## src/rtl/oled_pkg.sv

```systemverilog
// Shared panel definitions: SSD1351-style opcodes, flush FSM states and
// the fixed window/write header used before every framebuffer flush.
package oled_pkg;

  localparam logic [7:0] CMD_SET_COL   = 8'h15;
  localparam logic [7:0] CMD_SET_ROW   = 8'h75;
  localparam logic [7:0] CMD_WRITE_RAM = 8'h5C;
  localparam logic [2:0] HDR_LAST      = 3'd6;

  typedef enum logic [3:0] {
    S_IDLE,
    S_HDR_LATCH,
    S_HDR_SEND,
    S_FETCH,
    S_HI_LATCH,
    S_HI_SEND,
    S_LO_LATCH,
    S_LO_SEND,
    S_DONE
  } state_t;

  // {dc, byte}; dc=0 marks a command byte
  function automatic logic [8:0] hdr_byte(
    input logic [2:0] idx,
    input logic [7:0] col_end,
    input logic [7:0] row_end
  );
    logic [8:0] b;
    case (idx)
      3'd0:    b = {1'b0, CMD_SET_COL};
      3'd1:    b = {1'b1, 8'h00};
      3'd2:    b = {1'b1, col_end};
      3'd3:    b = {1'b0, CMD_SET_ROW};
      3'd4:    b = {1'b1, 8'h00};
      3'd5:    b = {1'b1, row_end};
      3'd6:    b = {1'b0, CMD_WRITE_RAM};
      default: b = 9'h000;
    endcase
    return b;
  endfunction

endpackage

```

## src/rtl/oled_fb_flush_if.sv

```systemverilog
// Flush control, framebuffer read port and 6800-style panel bus.
// master = flush engine, slave = controller/framebuffer/panel side.
interface oled_fb_flush_if #(
  parameter int ADDR_W = 14
);
  logic              init_done;
  logic              start;
  logic              busy;
  logic              done;
  logic              fb_rd;
  logic [ADDR_W-1:0] fb_addr;
  logic [15:0]       fb_data;
  logic              oled_cs;
  logic              oled_e;
  logic              oled_rw;
  logic              oled_dc;
  logic [7:0]        oled_dout;

  modport master (
    input  init_done, start, fb_data,
    output busy, done, fb_rd, fb_addr,
    output oled_cs, oled_e, oled_rw, oled_dc, oled_dout
  );

  modport slave (
    output init_done, start, fb_data,
    input  busy, done, fb_rd, fb_addr,
    input  oled_cs, oled_e, oled_rw, oled_dc, oled_dout
  );
endinterface

```

## src/rtl/oled_fb_flush.sv

```systemverilog
// Streams a full RGB565 framebuffer to the panel: window header, then
// two bytes per pixel, each byte written on the falling edge of oled_e.
module oled_fb_flush
  import oled_pkg::*;
#(
  parameter int COLS   = 128,
  parameter int ROWS   = 128,
  parameter int ADDR_W = 14
) (
  input  logic clk,
  input  logic rst,
  oled_fb_flush_if.master bus
);

  localparam int NPIX = COLS * ROWS;
  localparam logic [ADDR_W-1:0] LAST = ADDR_W'(NPIX - 1);
  localparam logic [7:0] COL_END = 8'(COLS - 1);
  localparam logic [7:0] ROW_END = 8'(ROWS - 1);

  state_t            r_state;
  logic [2:0]        r_hidx;
  logic [ADDR_W-1:0] r_pix;
  logic [ADDR_W-1:0] r_addr;
  logic [7:0]        r_lo;
  logic [7:0]        r_dout;
  logic              r_cs;
  logic              r_e;
  logic              r_dc;
  logic              r_busy;
  logic              r_done;
  logic              r_rd;

  logic [8:0] w_hdr0;
  logic [8:0] w_hdr_nxt;

  assign w_hdr0    = hdr_byte(3'd0, COL_END, ROW_END);
  assign w_hdr_nxt = hdr_byte(r_hidx + 3'd1, COL_END, ROW_END);

  always_ff @(posedge clk or posedge rst) begin
    if (rst) begin
      r_state <= S_IDLE;
      r_hidx  <= '0;
      r_pix   <= '0;
      r_addr  <= '0;
      r_lo    <= '0;
      r_dout  <= '0;
      r_cs    <= 1'b1;
      r_e     <= 1'b1;
      r_dc    <= 1'b0;
      r_busy  <= 1'b0;
      r_done  <= 1'b0;
      r_rd    <= 1'b0;
    end else begin
      unique case (r_state)
        S_IDLE: begin
          if (bus.start && bus.init_done) begin
            r_state       <= S_HDR_LATCH;
            r_cs          <= 1'b0;
            r_busy        <= 1'b1;
            r_hidx        <= '0;
            r_pix         <= '0;
            {r_dc, r_dout} <= w_hdr0;
            r_e           <= 1'b1;
          end
        end
        S_HDR_LATCH: begin
          r_e     <= 1'b0;
          r_state <= S_HDR_SEND;
        end
        S_HDR_SEND: begin
          r_hidx <= r_hidx + 3'd1;
          if (r_hidx == HDR_LAST) begin
            r_state <= S_FETCH;
            r_rd    <= 1'b1;
            r_addr  <= r_pix;
          end else begin
            r_state        <= S_HDR_LATCH;
            {r_dc, r_dout} <= w_hdr_nxt;
            r_e            <= 1'b1;
          end
        end
        S_FETCH: begin
          r_rd    <= 1'b0;
          r_e     <= 1'b1;
          r_dc    <= 1'b1;
          r_state <= S_HI_LATCH;
        end
        // high byte goes out combinationally this cycle, then is held
        S_HI_LATCH: begin
          r_lo    <= bus.fb_data[7:0];
          r_dout  <= bus.fb_data[15:8];
          r_e     <= 1'b0;
          r_state <= S_HI_SEND;
        end
        S_HI_SEND: begin
          r_dout  <= r_lo;
          r_e     <= 1'b1;
          r_state <= S_LO_LATCH;
        end
        S_LO_LATCH: begin
          r_e     <= 1'b0;
          r_state <= S_LO_SEND;
        end
        S_LO_SEND: begin
          if (r_pix == LAST) begin
            r_state <= S_DONE;
            r_cs    <= 1'b1;
            r_e     <= 1'b1;
            r_dc    <= 1'b0;
            r_done  <= 1'b1;
            r_busy  <= 1'b0;
          end else begin
            r_pix   <= r_pix + ADDR_W'(1);
            r_addr  <= r_pix + ADDR_W'(1);
            r_rd    <= 1'b1;
            r_state <= S_FETCH;
          end
        end
        S_DONE: begin
          r_done  <= 1'b0;
          r_dout  <= '0;
          r_state <= S_IDLE;
        end
        default: r_state <= S_IDLE;
      endcase
    end
  end

  assign bus.oled_dout = (r_state == S_HI_LATCH) ? bus.fb_data[15:8]
                                                 : r_dout;
  assign bus.oled_cs   = r_cs;
  assign bus.oled_e    = r_e;
  assign bus.oled_dc   = r_dc;
  assign bus.oled_rw   = 1'b0;
  assign bus.busy      = r_busy;
  assign bus.done      = r_done;
  assign bus.fb_rd     = r_rd;
  assign bus.fb_addr   = r_addr;

endmodule

```

## src/flat_wrapper.sv

```systemverilog
// flat-port wrapper written by rule: the top's interface ports become plain ports
module oled_fb_flush_flat import oled_pkg::*;
#(
  parameter int COLS   = 128,
  parameter int ROWS   = 128,
  parameter int ADDR_W = 14
)
  (clk, rst, bus_init_done, bus_start, bus_fb_data, bus_busy, bus_done, bus_fb_rd, bus_fb_addr, bus_oled_cs, bus_oled_e, bus_oled_rw, bus_oled_dc, bus_oled_dout);
  oled_fb_flush_if #(.ADDR_W(ADDR_W)) bus_i ();
  input  logic clk;
  input  logic rst;
  input wire logic [$bits(bus_i.init_done)-1:0] bus_init_done;
  input wire logic [$bits(bus_i.start)-1:0] bus_start;
  input wire logic [$bits(bus_i.fb_data)-1:0] bus_fb_data;
  output wire logic [$bits(bus_i.busy)-1:0] bus_busy;
  output wire logic [$bits(bus_i.done)-1:0] bus_done;
  output wire logic [$bits(bus_i.fb_rd)-1:0] bus_fb_rd;
  output wire logic [$bits(bus_i.fb_addr)-1:0] bus_fb_addr;
  output wire logic [$bits(bus_i.oled_cs)-1:0] bus_oled_cs;
  output wire logic [$bits(bus_i.oled_e)-1:0] bus_oled_e;
  output wire logic [$bits(bus_i.oled_rw)-1:0] bus_oled_rw;
  output wire logic [$bits(bus_i.oled_dc)-1:0] bus_oled_dc;
  output wire logic [$bits(bus_i.oled_dout)-1:0] bus_oled_dout;
  assign bus_i.init_done = bus_init_done;
  assign bus_i.start = bus_start;
  assign bus_i.fb_data = bus_fb_data;
  assign bus_busy = bus_i.busy;
  assign bus_done = bus_i.done;
  assign bus_fb_rd = bus_i.fb_rd;
  assign bus_fb_addr = bus_i.fb_addr;
  assign bus_oled_cs = bus_i.oled_cs;
  assign bus_oled_e = bus_i.oled_e;
  assign bus_oled_rw = bus_i.oled_rw;
  assign bus_oled_dc = bus_i.oled_dc;
  assign bus_oled_dout = bus_i.oled_dout;
  oled_fb_flush #(.COLS(COLS), .ROWS(ROWS), .ADDR_W(ADDR_W)) u_core (.clk(clk), .rst(rst), .bus(bus_i));
endmodule
```

## config.mk

```make
export PLATFORM = sky130hd
export DESIGN_NAME = oled_fb_flush_flat
export DESIGN_NICKNAME = d
export VERILOG_FILES = /design/src/rtl/oled_pkg.sv /design/src/rtl/oled_fb_flush_if.sv /design/src/rtl/oled_fb_flush.sv /design/src/flat_wrapper.sv
export SDC_FILE = /design/constraint.sdc
export NUM_CORES = 1
export LEC_CHECK = 0
export ABC_AREA = 1
export CORE_MARGIN = 1.5
export CORE_UTILIZATION = 29
export CTS_CLUSTER_DIAMETER = 60
export CTS_CLUSTER_SIZE = 16
export DETAILED_ROUTE_END_ITERATION = 10
export GPL_TIMING_DRIVEN = 0
export PLACE_DENSITY_LB_ADDON = 0.15
export SETUP_SLACK_MARGIN = 0.15
export SKIP_LAST_GASP = 1
export SLEW_MARGIN = 40
export SYNTH_ARGS = -nofsm -noshare
export SYNTH_HDL_FRONTEND = slang
export SYNTH_SLANG_ARGS = --single-unit
```

## constraint.sdc

```tcl
create_clock -name clk -period 2.1 [get_ports clk]
set_clock_uncertainty 0.15 [all_clocks]
set_input_delay 0.42 -clock clk [delete_from_list [all_inputs] [get_ports clk]]
set_output_delay 0.42 -clock clk [all_outputs]
set_load 0.05 [all_outputs]
```

# After elaboration in Yosys (flattened, before gate mapping)
# Cells that the tools add are included.
[op_classes] n_eq_ne=21 n_addsub=2 reduce_logical=24 muxes=30
[op_table] op="case mux 14 bit (2 select lines)" count=2
[op_table] op="case mux 9 bit (5 select lines)" count=1
[op_table] op="2-to-1 mux 14 bit" count=3
[op_table] op="case mux 8 bit (5 select lines)" count=1
[op_table] op="case mux 4 bit (8 select lines)" count=1
[op_table] op="2-to-1 mux 8 bit" count=3
[op_table] op="== test 4 x 3 -> 1 bit, second input constant" count=4
[op_table] op="AND reduction 3 bit" count=5
[op_table] op="adder 14 x 1 -> 14 bit, second input constant" count=1
[op_table] op="== test 14 bit, second input constant" count=1
[op_table] op="== test 3 bit, second input constant" count=4
[op_table] op="nonzero test 5 bit" count=2
[op_table] op="== test 4 x 2 -> 1 bit, second input constant" count=2
[op_table] op="2-to-1 mux 1 bit" count=8
[op_table] op="2-to-1 mux 4 bit" count=2
[op_table] op="AND reduction 4 bit" count=2
[op_table] op="nonzero test 2 bit" count=4
[op_table] op="== test 3 x 2 -> 1 bit, second input constant" count=2
[op_table] op="!= test 2 x 1 -> 1 bit, second input constant" count=3
[op_table] op="case mux 1 bit (2 select lines)" count=3
[op_table] op="case mux 3 bit (2 select lines)" count=1
[op_table] op="OR reduction 2 bit" count=3
[op_table] op="case mux 1 bit (5 select lines)" count=1
[op_table] op="== test 4 x 1 -> 1 bit, second input constant" count=1
[op_table] op="other kinds (15)" count=17
[totals] word_cells=89 register_bits=57 inputBits=20 output_inout_bits=29

# Longest topological paths before layout
[logic_depth] depth_word=6 ltp_mapped=12

# Worst setup path before layout
# No wires, ideal clock.
[synth_timing] path_kind="register -> output" from="register u_core.r_state[3]" to="output port bus_oled_dout[1]" path_buffers=2 slack_ns=-0.604 arrival_ns=2.134 path_stages_with_launch=7 required_time_ns=1.530 cell_sequence="dfrtp_1 inv_1 nand2_1 nor2_1 buf_2 buf_2 o21ai_0"
[synth_via] elab_chain_len=2
[synth_rtl] item="start, declared" line_no="oled_fb_flush.sv:20" text="state_t r_state;"
[synth_rtl] item="start signal, assigned" line_no="oled_fb_flush.sv:41" text="r_state <= S_IDLE;"
[synth_rtl] item="start signal, assigned" line_no="oled_fb_flush.sv:57" text="r_state <= S_HDR_LATCH;"
[synth_rtl] item="start signal, assigned" line_no="oled_fb_flush.sv:68" text="r_state <= S_HDR_SEND;"
[synth_rtl] item="== test 4 x 3 -> 1 bit" line_no="oled_fb_flush.sv:129" text="assign bus.oled_dout = (r_state == S_HI_LATCH) ? bus.fb_data[15:8]"
[synth_rtl] item="2-to-1 mux 8 bit" line_no="oled_fb_flush.sv:129"
[synth_rtl] item="end, declared" line_no="flat_wrapper.sv:23" text="output wire logic [$bits(bus_i.oled_dout)-1:0] bus_oled_dout;"
# Every way passes these cells.

# Final worst setup path
[layout_timing] from="register u_core.r_state[1]" to="output port bus_oled_dout[6]"
# Same word-level chain as after synthesis.

==> key figures <==
Finish
  • Filler Cell Count: between 1000 and 1500
  • Layout Cells excl Fill: 689
  • Syn-to-layout area delta: 42.1%
  • Share of cells above drive strength 1: between 20% and 30%
  • Inserted Diodes: 0
  • Layout Nets: 572

Floorplan
  • Core area: approximately 11000 sq um
  • Die ar.: 11900 sq um
  • Initial Util: approximately 30%
  • Die Span X: 109 microns
  • Std cell rows: 38
  • # IOs: 49
  • Die H: about 110 microns

Setup path
  • CP Launch Type: register
  • Worst path top cell family by delay: buffers and inverters
  • CP Capture Type: output port
  • WP data arrival: 1620 ps
  • Critical setup path kind: register to output port
  • Sequence of cells on the critical path: inv_2 -> nand2_4 -> nor2_4 -> buf_6 -> inv_6 -> buf_6 -> nand2_4 -> nand2_4 -> buf_8
  • WP data required: 1530 ps
  • Cell mode on critical path: nand2_4
  • Critical path's slowest cell: dfrtp_2
  • Worst Path Buf+Inv: 5
  • CP peak stage delay: 440 ps
  • Crit Path Max Fanout: 5

Clock network
  • Skew-Pair Late Insertion Delay: roughly 330 ps
  • Longest Clk Path Bufs: 2
  • Clock transition at path regs: 60 ps
  • CTS buffer count: 9
  • CTS Sinks: 57
  • Number of buffers inserted by hold repair at cts: 0
  • H-tree depth: 3
  • CTS tree: yes
  • Root buffer cell: clkbuf_16

Min path
  • Worst Hold Class: input pin to async pin

Route
  • Drc violations: 0
  • TritonRoute pass-1 iters: 4
  • Avg Vias per Cell: 4.59
  • 1st-iter DRT viols: 95
  • WL/cell: 12.7 microns
  • Routed vias: 3162
  • DRT Wirelength: 8750 microns
  • Final ANT Viol Nets: 0

Pwr
  • Pwr/cell area: 1500 nW/um^2
  • VDD IR max: 0.618 mV
  • Pleak: ~2.5 nW
  • Total Power: 6.97 mW

Timing
  • Setup TNS: -500 ps
  • Period utilization: 104%
  • Shortest period the worst path allows: approximately 2200 ps
  • RSZ-0062 raised after global routing: true
  • Final setup viols: 7
  • Max Clk Rate: 0.457 GHz
  • Final setup margin: -90.2 ps
  • Final Max Slew Viols: 0
  • Final Hold Viols: 0

Synth
  • Post-synthesis cell type count: 30
  • Top cells by count, synth: 215 x nand2_1, 55 x dfrtp_1, 36 x inv_1
  • Top-count cell post-synth: nand2_1
  • Synth area leaders: dfrtp_1 42%, nand2_1 25%, nand3_1 5.0%
  • Asr flop ratio synth: 100%
  • Syn Std Cell Area: 3280 sq um
  • Mean Syn Cell Area: a little over 7 sq um
  • Share of the synthesized area in the top cell type: a little over two fifths
  • Yosys reg bits: 57
  • Synth area leader: dfrtp_1
  • Synthesized netlist cell count: 463
  • Yosys Warn Count: 0
  • Syn Nets: 491
  • Register area share after synthesis: 43.6%
  • Top FF cell, synth: dfrtp_1
  • Post-synth EDFFs: 0

Global routing
  • GRT Overall Usage: 16.2%
  • First-pass GRT wire length: between 10000 and 15000 microns
  • Vias in the first global route: 3154
  • Largest net degree at the start of global routing: 25
  • Gr ovfl total: 0
  • Initial antenna violation count: 0

Placement
  • Input/output buffers: 47
  • Cell count after placement: between 600 and 700
  • Hpwl dp: 6160 microns
  • Routability congestion estimate: between 0.8 and 0.9

Outcome
  • Failing checks: negative setup slack
  • Status: finished, violations left

Job
  • Max_cap viols: 0
sequential cells by signal (all words and copies together), names as in the netlist:
signal / flops
u_core.bus.busy: 1
u_core.bus.done: 1
u_core.bus.fb_addr: 14
u_core.bus.fb_rd: 1
u_core.bus.oled_cs: 1
u_core.bus.oled_dc: 1
u_core.bus.oled_e: 1
u_core.r_dout: 8
u_core.r_hidx: 3
u_core.r_lo: 8
u_core.r_pix: 14
u_core.r_state: 4
power by group:
part           leakage (nW)  internal [mW]  total, mW  switching (mW)
clock                 0.172           1.18       1.70           0.515
combinational          1.55           1.29       3.56            2.27
sequential            0.729           1.44       1.71           0.266
metrics by stage:
step | cell area, sq um | hold slack [ps] | utilization (%) | setup slack (ps)
2_1_floorplan | 3320 | 292 | - | 63.1
3_3_place_gp | 3970 | 306 | 36.3 | -710
3_5_place_dp | 4020 | 306 | 36.7 | -719
4_1_cts | 4530 | 312 | 41.4 | -91.5
5_1_grt | 4650 | 323 | 42.6 | -160
6_report | 4650 | 304 | 42.6 | -90.2
layout by cell type, fill, tap and decap left out, types with 4 or more instances in the layout:
cell type	n
dfrtp_1	49
ha_1	7
clkdlybuf4s50_1	19
buf_6	13
nand2_1	199
inv_1	31
nor2_1	23
clkbuf_16	9
o21ai_1	9
buf_4	24
o21ai_0	19
dfrtp_2	6
nand3_1	32
inv_2	8
nand4_1	4
nor2_4	5
dlygate4sd2_1	18
a21oi_1	9
nand2_4	11
nor2_2	4
nand2_2	10
layer usage:
metal,vias up,track usage [%],wire [microns]
met2,46,27.1,4380
met4,0,7.42,207
met3,17,3.89,275
met1,1486,19.6,3890
li1,1613,-,-
met5,-,0,0
cells by family (layout without fill, tap and decap cells):
group / after synthesis / in the layout / share of synthesized area, %
buffers and inverters: 58 / 144 / 8.44
AOI/OAI and AO/OA: 45 / 45 / 7.10
other: 1 / 1 / 0.114
adders and majority gates: 8 / 8 / 3.06
and+or+nand+nor: 294 / 294 / 37.7
DFF: 57 / 57 / 43.6
worst paths after layout:
check,start,to,slack [ps],depth (start not counted)
setup / recovery,u_core.r_state[1],bus_oled_dout[6],-90,9
hold / removal,rst,u_core.r_dout[5],300,2
setup reg to reg,u_core.r_state[0],u_core.bus.fb_addr[0],270,9
hold reg to reg,u_core.bus.oled_cs,u_core.bus.oled_cs,310,2
max in group asynchronous,rst,u_core.bus.oled_cs,970,3
min in group clk,u_core.bus.oled_cs,u_core.bus.oled_cs,310,2
layout make-up:
| cell class | count | area (sq um) | area share [%] |
|---|---|---|---|
| clock buffer | 10 | 239 | 5.14 |
| multi-input combinational | 348 | 1710 | 36.8 |
| tap | 140 | 175 | 3.76 |
| inverter | 45 | 188 | 4.03 |
| sequential | 57 | 1440 | 30.9 |
| timing repair buffer | 70 | 674 | 14.5 |
| clock inverter | 6 | 105 | 2.26 |
| buffer | 13 | 123 | 2.64 |
timing repair:
action | in CTS | in global routing
setup buffers | 12 | 8
gates cloned | 1 | 0
endpoints found under the setup margin | 30 | 49
resized for setup | 106 | 23
pin swaps | 4 | 1
worst reg2reg max path: cells and delay by family, from the launching register on:
kind	cells	cell delay [ps]
buffers and inverters	5	700
flip-flops	1	330
adder cells (fa/ha/maj)	1	280
AND/OR/NAND/NOR	2	180
AO/OA/AOI/OAI	1	130
Note: power is estimated with default switching activity, not from simulation.
